## config.mk

```make
export PLATFORM = sky130hd
export DESIGN_NAME = truth_table_sweeper
export DESIGN_NICKNAME = d
export VERILOG_FILES = /design/src/rtl/sweep_pkg.sv /design/src/rtl/hold_timer.sv /design/src/rtl/truth_table_sweeper.sv
export SDC_FILE = /design/constraint.sdc
export NUM_CORES = 1
export LEC_CHECK = 0
export CAP_MARGIN = 10
export CORE_ASPECT_RATIO = 1.5
export CORE_MARGIN = 2
export CORE_UTILIZATION = 44
export DETAILED_ROUTE_END_ITERATION = 6
export PLACE_DENSITY = 0.82
export SLEW_MARGIN = 30
export SYNTH_ARGS = -nofsm -noshare
export SYNTH_HDL_FRONTEND = slang
export SYNTH_SLANG_ARGS = --single-unit
```

## constraint.sdc

```tcl
create_clock -name clk -period 1.2 [get_ports clk]
set_input_delay 0.24 -clock clk [delete_from_list [all_inputs] [get_ports clk]]
set_output_delay 0.24 -clock clk [all_outputs]
set_load 0.005 [all_outputs]
```

## src/rtl/sweep_pkg.sv

```systemverilog
// Shared definitions for the truth-table sweeper: state encoding, default
// sizing and the hold-counter width helper.
package sweep_pkg;

  // Hold counter width: $clog2(hold), never narrower than one bit.
  function automatic int unsigned hold_width(input int unsigned hold);
    if (hold < 2) return 1;
    return $clog2(hold);
  endfunction

  localparam int unsigned N_IN_DEF = 3;
  localparam int unsigned HOLD_DEF = 4;
  localparam int unsigned NUM_VEC  = 2 ** N_IN_DEF;
  localparam int unsigned HOLD_W   = hold_width(HOLD_DEF);

  typedef enum logic [1:0] {
    IDLE  = 2'd0,
    DRIVE = 2'd1,
    DONE  = 2'd2
  } sweep_state_e;

  // Plain constants used by the state register.
  localparam logic [1:0] ST_IDLE  = 2'd0;
  localparam logic [1:0] ST_DRIVE = 2'd1;
  localparam logic [1:0] ST_DONE  = 2'd2;

endpackage

```

## src/rtl/hold_timer.sv

```systemverilog
// Counts 0..HOLD-1 while enabled and flags the final cycle of each window.
// Ports:
//   clk, rst_n : clock, synchronous active-low reset
//   clear      : force the count back to 0 (takes priority over en)
//   en         : advance the count this cycle
//   last       : registered, high while the count equals HOLD-1
module hold_timer
  import sweep_pkg::*;
#(
  parameter int unsigned HOLD = HOLD_DEF
) (
  input  logic clk,
  input  logic rst_n,
  input  logic clear,
  input  logic en,
  output logic last
);

  localparam int unsigned W = hold_width(HOLD);
  localparam logic [W-1:0] CNT_TOP = W'(HOLD - 1);

  logic [W-1:0] cnt_q;
  logic [W-1:0] cnt_d;
  logic         last_d;

  // Next count; last is derived from the next count so it stays aligned
  // with the registered count.
  always_comb begin
    cnt_d = cnt_q;
    if (clear) begin
      cnt_d = '0;
    end else if (en) begin
      cnt_d = (cnt_q == CNT_TOP) ? '0 : cnt_q + W'(1);
    end
    last_d = (cnt_d == CNT_TOP);
  end

  always_ff @(posedge clk) begin
    if (!rst_n) begin
      cnt_q <= '0;
      last  <= 1'b0;
    end else begin
      cnt_q <= cnt_d;
      last  <= last_d;
    end
  end

endmodule

```

## src/rtl/truth_table_sweeper.sv

```systemverilog
// Clocked stimulus-and-capture stage for a small combinational gate block.
// Walks vec_out through 0..2^N_IN-1, holding each vector HOLD cycles, and
// samples resp_in on the last cycle of each hold window into truth_table.
// Ports:
//   clk, rst_n  : clock, synchronous active-low reset
//   start       : one-cycle pulse that begins a sweep (ignored while busy)
//   vec_out     : vector to the gate; MSB -> a, LSB -> c
//   vec_valid   : vec_out carries a sweep vector
//   resp_in     : gate output e
//   busy        : sweep in progress
//   done        : sweep complete, held until next accepted start or reset
//   truth_table : bit k = resp_in captured while vec_out == k
module truth_table_sweeper
  import sweep_pkg::*;
#(
  parameter int unsigned N_IN = N_IN_DEF,
  parameter int unsigned HOLD = HOLD_DEF
) (
  input  logic                 clk,
  input  logic                 rst_n,
  input  logic                 start,
  output logic [N_IN-1:0]      vec_out,
  output logic                 vec_valid,
  input  logic                 resp_in,
  output logic                 busy,
  output logic                 done,
  output logic [2**N_IN-1:0]   truth_table
);

  localparam int unsigned N_VEC = 2 ** N_IN;
  localparam logic [N_IN-1:0] IDX_LAST = N_IN'(N_VEC - 1);

  if (HOLD < 2 || HOLD > 256) begin : g_bad_hold
    $error("truth_table_sweeper: HOLD must be in 2..256");
  end

  logic [1:0]       state_q;
  logic [1:0]       state_d;
  logic [N_IN-1:0]  idx_q;
  logic [N_IN-1:0]  idx_d;
  logic [N_IN-1:0]  vec_d;
  logic             vec_valid_d;
  logic             busy_d;
  logic             done_d;
  logic [N_VEC-1:0] table_d;
  logic             timer_clear_c;
  logic             hold_last;

  hold_timer #(.HOLD(HOLD)) u_hold_timer (
    .clk   (clk),
    .rst_n (rst_n),
    .clear (timer_clear_c),
    .en    (state_q == ST_DRIVE),
    .last  (hold_last)
  );

  // Next-state and next-output logic.
  always_comb begin
    state_d       = state_q;
    idx_d         = idx_q;
    vec_d         = vec_out;
    vec_valid_d   = vec_valid;
    busy_d        = busy;
    done_d        = done;
    table_d       = truth_table;
    timer_clear_c = 1'b0;

    case (state_q)
      ST_IDLE, ST_DONE: begin
        if (start) begin
          state_d       = ST_DRIVE;
          idx_d         = '0;
          vec_d         = '0;
          vec_valid_d   = 1'b1;
          busy_d        = 1'b1;
          done_d        = 1'b0;
          table_d       = '0;
          timer_clear_c = 1'b1;
        end
      end

      ST_DRIVE: begin
        // Capture only at the end of the window, after HOLD-1 settle cycles.
        if (hold_last) begin
          table_d[idx_q] = resp_in;
          if (idx_q == IDX_LAST) begin
            state_d     = ST_DONE;
            idx_d       = '0;
            vec_d       = '0;
            vec_valid_d = 1'b0;
            busy_d      = 1'b0;
            done_d      = 1'b1;
          end else begin
            idx_d = idx_q + N_IN'(1);
            vec_d = idx_q + N_IN'(1);
          end
        end
      end

      default: begin
        state_d     = ST_IDLE;
        idx_d       = '0;
        vec_d       = '0;
        vec_valid_d = 1'b0;
        busy_d      = 1'b0;
        done_d      = 1'b0;
        table_d     = '0;
      end
    endcase
  end

  // State and output registers.
  always_ff @(posedge clk) begin
    if (!rst_n) begin
      state_q     <= ST_IDLE;
      idx_q       <= '0;
      vec_out     <= '0;
      vec_valid   <= 1'b0;
      busy        <= 1'b0;
      done        <= 1'b0;
      truth_table <= '0;
    end else begin
      state_q     <= state_d;
      idx_q       <= idx_d;
      vec_out     <= vec_d;
      vec_valid   <= vec_valid_d;
      busy        <= busy_d;
      done        <= done_d;
      truth_table <= table_d;
    end
  end

endmodule
```

==> results of run 1 <==
[logic make-up after synthesis]
kind of cell | after synthesis | share of synthesized area
buf+inv | 15 | 0.101
fa+ha+maj | 3 | 0.0414
mux | 3 | 0.0345
simple gates | 32 | 0.222
compound gates | 34 | 0.226
flops | 17 | 0.375
[cell type report]
class | instances | area [µm²] | area share
flip-flops and latches | 17 | 364 | 0.256
clock buffers | 4 | 26.3 | 0.0185
repair buffers | 46 | 387 | 0.272
well taps | 22 | 27.5 | 0.0193
inverters | 4 | 15.0 | 0.0106
multi-input cells | 73 | 603 | 0.424
[layer usage]
metal / vias up / part of all wire
li1: 476 / -
met1: 489 / 0.36
met2: 47 / 0.57
met3: 9 / 0.042
met4: 0 / 0.032
met5: - / 0
[how the worst max path moves through the flow]
stage,to,slack (ns),depth (start not counted)
after detailed placement,idx_q[0],-0.25,5
after global routing,truth_table[2],-0.14,6
after CTS,truth_table[4],-0.04,6
after global placement,truth_table[6],-0.19,4
final,truth_table[2],-0.06,6
after floorplan,u_hold_timer.last,0.005,4
[power groups by stage]
| stage | clock network [mW] | logic, mW | registers [mW] |
|---|---|---|---|
| finish | 0.331 | 0.166 | 0.582 |
| global route | 0.355 | 0.178 | 0.583 |
| CTS | 0.338 | 0.152 | 0.583 |
| detailed placement | 0 | 0.124 | 0.598 |
| global placement | 0 | 0.119 | 0.597 |
| floorplan | 0 | 0.0742 | 0.596 |
[stage by stage]
stage,cells,worst slack [ns],TNS [ns],utilization
floorplan,104,0.00539,0,-
global placement,149,-0.187,-1.89,0.585
detailed placement,149,-0.247,-2.64,0.585
CTS,166,-0.0434,-0.274,0.696
global route,166,-0.142,-1.27,0.720
finish,166,-0.0591,-0.395,0.720
[synth_stat cells, drive strengths merged]
library cell / instances / share of area
nand3b: 3 / 0.025
dfxtp: 17 / 0.38
o311ai: 5 / 0.048
a31oi: 9 / 0.062
nand4b: 3 / 0.029
inv: 3 / 0.012
a22oi: 1 / 0.0083
and4b: 1 / 0.011
nor2b: 1 / 0.015
a21oi: 6 / 0.033
ha: 3 / 0.041
o21bai: 1 / 0.0083
o21ai: 12 / 0.066
mux2: 1 / 0.012
mux2i: 2 / 0.022
nand2: 5 / 0.021
and2: 1 / 0.0069
nor3b: 4 / 0.039
nor2: 6 / 0.025
clkbuf: 1 / 0.0041
buf: 10 / 0.080
nand4: 5 / 0.034
clkinv: 1 / 0.0041
nor3: 3 / 0.017
[sequential cells by signal (all words and copies together), names as in the netlist]
register,cells
idx_q,3
busy,1
done,1
truth_table,8
u_hold_timer.cnt_q,2
state_q,1
u_hold_timer.last,1
[worst register-to-register path, cell delays in order, from the launching register on]
cell     delay (ns)
dfxtp_4        0.36
buf_6          0.12
buf_6          0.12
nor3b_4        0.21
buf_6          0.16
o21ai_1        0.07
a31oi_1        0.15
[placed cells by master (no fill, tap or decap), types with 2 or more instances in the layout]
cell | netlist | routed
buf_6 | 2 | 5
nand4_1 | 5 | 5
o21ai_1 | 5 | 4
dlygate4sd2_1 | 0 | 12
nor3_2 | 0 | 2
o21ai_2 | 0 | 6
nor2_1 | 6 | 5
dfxtp_4 | 0 | 2
ha_4 | 0 | 2
clkdlybuf4s50_1 | 0 | 3
nand2_1 | 5 | 5
nor3b_4 | 0 | 2
a21oi_2 | 0 | 2
mux2i_1 | 2 | 2
o311ai_1 | 0 | 4
nand3b_1 | 3 | 3
a31oi_1 | 9 | 8
dfxtp_2 | 0 | 13
inv_1 | 3 | 3
buf_4 | 4 | 24
o21ai_0 | 7 | 2
a21oi_1 | 6 | 4
nand4b_1 | 3 | 3
dfxtp_1 | 17 | 2
clkbuf_4 | 0 | 3
nor2b_4 | 1 | 2
[repair_timing]
| item | in CTS | in global routing |
|---|---|---|
| hold buffers | 0 | 0 |
| endpoints found under the hold margin | 0 | 0 |
| endpoints found under the setup margin | 27 | 19 |
| buffers inserted | 13 | 0 |
| pin swaps | 11 | 5 |
| gates resized for setup | 57 | 17 |
| cloned | 2 | 0 |
==> run_results.csv, run 1 <==
group,metric,value,unit
setup_path,cp_num_buf_inv,3,
global_routing,grtUsageMet3,0.0451,
sta,tightest_slew,0.250,ns
yosys,seq_area_frac_synth,0.375,
detailed_routing,dr.pass1.iters,5,
global_routing,met1_usage,0.283,
clock_network,cts_tree,"yes",
clock_network,root_buffer,"clkbuf_4",
sta,setup_violations,12,
sta,hold_viol,0,
global_routing,grt_pass1_wl,4.48,mm
hold_path,whs_path_depth,2,
yosys,syn-cell-area,907,µm²
setup_path,cp-startpoint,"done",
setup_path,cp_top_family,"buffers and inverters",
floorplan,initial_core_util,0.459,
setup_path,endpoint_kind,"register",
setup_path,cp_cell_sequence,"buf_6 -> buf_6 -> nor3b_4 -> buf_6 -> o21ai_1 -> a31oi_1",
hold_path,min_from,"truth_table[6]",
layout,nets,152,
power,swShare,0.273,
clock_network,numCtsBuffers,3,
floorplan,rows,20,
power,p_int,0.784,mW
global_routing,grt_antenna_before_repair,0,
run,cap_viol_max_count,0,
setup_path,worstPathMaxFanout,6,
global_routing,overflow,0,
power,sequentialPowerShare,0.540,
placed_design,port-buffer-count,17,
yosys,syn_inst,104,
global_routing,busiest_layer,"met2",
layout,n_antenna_cell,0,
power,leakage,0.576,nW
yosys,avgSynthCellArea,8.72,µm²
sta,fin_ws,-0.0591,ns
yosys,yosysWarningCount,0,
clock_network,cts_buffer_depth,2,
floorplan,dieWidth,41.1,µm
clock_network,cts.sinks,17,
setup_path,rr_startpoint,"done",
clock_network,insertion_delay,0.31,ns
floorplan,die_h,59.6,µm
hold_path,hold_path_class,"register to register",
power,p_switching,0.294,mW
detailed_routing,drt_iter0_markers,45,
detailed_routing,drc,0,
sta,skew,0.00267,ns
run_status,status,"finished with violations",
placed_design,gp_congestion,0.774,
global_routing,grt.total_usage,0.273,
setup_path,r2r_slack,-0.06,ns
sta,fmax,0.794,GHz
setup_path,crit_path_start_kind,"register",
yosys,synth-seq-cells,17,
detailed_routing,num_vias,1021,
power,combPwrFrac,0.154,
power,p_clk_frac,0.307,
detailed_routing,ant_nets,0,
run_status,violations,"setup timing",
power,p_per_area,758,nW/µm²
clock_network,clk_pin_slew_worst_paths,0.10,ns
layout,drive_above_1_share,0.493,
sta,min_period_over_period,1.05,
setup_path,critPathKind,"register to register",
setup_path,arrival,1.50,ns
clock_network,htree_levels,1,
detailed_routing,drt_wl_total,2.68,mm
yosys,syn-num-nets,111,
layout,nFillCells,136,
power,peakVddDrop,0.663,mV
setup_path,cp.required,1.44,ns
power,power,1.08,mW
setup_path,rr_worst_depth,6,
sta,final.min_clock_period,1.26,ns
yosys,synth_cell_types,28,
layout,final_area,1420,µm²
placed_design,dp_hpwl,1.66,mm
detailed_routing,avgViaCountPerCell,6.15,
sta,holdWs,0.495,ns
global_routing,grt_pass1_vias,1038,
global_routing,grt.met2_usage,0.453,
setup_path,critPathMaxStageDelay,0.36,ns
global_routing,grt_max_degree,10,
sta,rsz0062_at_grt,"yes",
detailed_routing,wire_per_inst,16.2,µm
hold_path,hold-path-endpoint,"truth_table[6]",
floorplan,core_region_area,1980,µm²
layout,syn_to_final_growth,56.8,%
sta,finalMaxSlewViolations,0,
sta,relSlewSlack,0.830,
setup_path,slowest_stage,"dfxtp_4",
placed_design,dpl_cell_area,1160,µm²
floorplan,io_pins,18,
floorplan,dieArea,2450,µm²
setup_path,cp_common_cell,"buf_6",
setup_path,r2r_end,"truth_table[2]",
No activity file was read; power rests on OpenSTA's default activity.
==> run 2: changes to the inputs <==
--- a/config.mk
+++ b/config.mk
@@ -6,11 +6,11 @@
 export NUM_CORES = 1
 export LEC_CHECK = 0
 export CAP_MARGIN = 10
-export CORE_ASPECT_RATIO = 1.5
 export CORE_MARGIN = 2
-export CORE_UTILIZATION = 44
+export CORE_UTILIZATION = 47
+export CTS_BUF_LIST = sky130_fd_sc_hd__clkbuf_8
 export DETAILED_ROUTE_END_ITERATION = 6
-export PLACE_DENSITY = 0.82
+export PLACE_DENSITY = 0.86
 export SLEW_MARGIN = 30
 export SYNTH_ARGS = -nofsm -noshare
 export SYNTH_HDL_FRONTEND = slang
==> run 2 against run 1 <==
Compared with the run above: power rose by 11%; largest cell class unchanged; critical path depth unchanged; sequential cell count unchanged; fmax fell by 3.8%; the run still ends with setup timing left; clock skew is 0.0025 ns higher; cell count shrank 2.4%; clock power grew 37%; sequential power about the same; sequential share of layout area rose by 0.99 points.
==> run_results.csv, run 2 (same netlist as run 1, synthesis figures left out) <==
group,metric,value,unit
sta,relSlewSlack,0.781,
setup_path,rr_startpoint,"done",
setup_path,crit_path_start_kind,"register",
sta,finalMaxSlewViolations,0,
clock_network,root_buffer,"clkbuf_8",
clock_network,insertion_delay,0.26,ns
floorplan,dieArea,2300,µm²
sta,fin_ws,-0.109,ns
detailed_routing,dr.pass1.iters,4,
detailed_routing,avgViaCountPerCell,6.26,
sta,rsz0062_at_grt,"yes",
power,p_per_area,864,nW/µm²
sta,tightest_slew,0.323,ns
detailed_routing,wire_per_inst,18.0,µm
layout,multi_input_area,559,µm²
power,leakage,0.559,nW
run_status,status,"finished with violations",
clock_network,cts_buffer_depth,2,
global_routing,overflow,0,
layout,final_util,0.784,
global_routing,grt_pass1_vias,959,
sta,skew,0.00515,ns
layout,drive_above_1_share,0.445,
layout,syn_to_final_growth,52.6,%
layout,nets,145,
layout,regArea,368,µm²
hold_path,hold-path-endpoint,"truth_table[0]",
setup_path,rr_worst_depth,6,
layout,nFillCells,121,
clock_network,htree_levels,1,
floorplan,die_h,47.9,µm
setup_path,r2r_slack,-0.11,ns
setup_path,endpoint_kind,"register",
floorplan,io_pins,18,
setup_path,arrival,1.48,ns
run,cap_viol_max_count,0,
setup_path,critPathKind,"register to register",
clock_network,cts_hold_buf,0,
sta,hold_viol,0,
setup_path,cp_cell_sequence,"buf_6 -> buf_6 -> nor3b_4 -> buf_6 -> o21ai_1 -> a31oi_1",
floorplan,rows,15,
detailed_routing,num_vias,1014,
clock_network,cts.sinks,17,
layout,largest_reg_flops,8,
run_status,violations,"setup timing",
detailed_routing,drt_iter0_markers,49,
floorplan,core_region_area,1760,µm²
floorplan,initial_core_util,0.514,
global_routing,grt.total_usage,0.277,
global_routing,grt_max_degree,18,
setup_path,critPathMaxStageDelay,0.35,ns
layout,final_cell_mix,"buf_4, dlygate4sd2_1, dfxtp_2",
clock_network,clk_pin_slew_worst_paths,0.07,ns
sta,fmax,0.764,GHz
sta,min_period_over_period,1.09,
layout,n_antenna_cell,0,
setup_path,cp_common_cell,"buf_6",
floorplan,dieWidth,47.9,µm
global_routing,grt_pass1_wl,4.43,mm
placed_design,gp_congestion,0.885,
placed_design,port-buffer-count,17,
setup_path,cp.required,1.37,ns
setup_path,worstPathMaxFanout,6,
setup_path,slowest_stage,"dfxtp_4",
setup_path,r2r_end,"truth_table[6]",
hold_path,hold_path_class,"register to register",
power,power,1.20,mW
layout,final_common_cell,"buf_4",
sta,setup_violations,13,
hold_path,min_from,"truth_table[0]",
layout,top_regs,"truth_table x8, idx_q x3, u_hold_timer.cnt_q x2",
detailed_routing,drt_wl_total,2.91,mm
layout,regMostFlops,"truth_table",
hold_path,whs_path_depth,2,
detailed_routing,ant_nets,0,
placed_design,dp_hpwl,1.57,mm
detailed_routing,drc,0,
power,peakVddDrop,0.636,mV
sta,final.min_clock_period,1.31,ns
clock_network,numCtsBuffers,3,
placed_design,dpl_worst_slack,-0.270,ns
clock_network,cts_tree,"yes",
global_routing,grt_antenna_before_repair,0,
-- run 2: cell count changes in the layout (fill, tap and decap cells not counted), moves of 2 or more --
cell           before  now
clkbuf_4            3    0
buf_6               5    7
ha_4                2    0
buf_4              24   15
dlygate4sd2_1      12   14
clkbuf_8            0    3
-- run 2: critical path: cells and delay by family, from the launching register on --
family,cells,cell delay (ns)
compound gates,2,0.24
simple gates,1,0.23
flops,1,0.35
buf+inv,3,0.40
-- run 2: where the power goes --
part           total (mW)  switching, mW  leakage [nW]  internal, mW
clock               0.455          0.224        0.0255         0.231
sequential          0.579         0.0105         0.146         0.569
combinational       0.162         0.0816         0.388        0.0800
-- run 2: layer usage --
metal,up-vias,share of wire,global-route usage
li1,457,-,-
met3,8,0.052,0.0340
met5,-,0,0
met2,52,0.49,0.448
met4,0,0.020,0.135
met1,497,0.43,0.361
-- run 2: repair_timing --
action / 4_1_cts / 5_1_grt
pin swaps: 10 / 9
endpoints found under the setup margin: 27 / 15
resized for setup: 57 / 15
gates cloned: 1 / 0
setup buffers: 8 / 0
-- run 2: worst max path at each step --
| stage | start | end | cells after the start |
|---|---|---|---|
| finish | done | truth_table[6] | 6 |
| global route | done | truth_table[6] | 6 |
| CTS | done | truth_table[2] | 6 |
| detailed placement | resp_in | truth_table[6] | 4 |
| global placement | resp_in | truth_table[3] | 4 |
| floorplan | u_hold_timer.cnt_q[0] | u_hold_timer.last | 4 |
-- run 2: layout make-up --
type | count | share of cell area
clock buffer | 3 | 0.0298
clock inverter | 1 | 0.00362
inverter | 4 | 0.0108
multi-input combinational | 72 | 0.404
sequential | 17 | 0.266
tap | 25 | 0.0226
timing repair buffer | 40 | 0.263
-- run 2: through the flow --
stage	area, µm²	TNS [ns]	hold slack, ns	std cells
detailed placement	1150	-2.65	0.491	149
finish	1380	-0.535	0.484	162
floorplan	908	0	0.384	104
global placement	1150	-2.19	0.470	149
global route	1380	-1.35	0.504	162
CTS	1340	-0.318	0.491	162
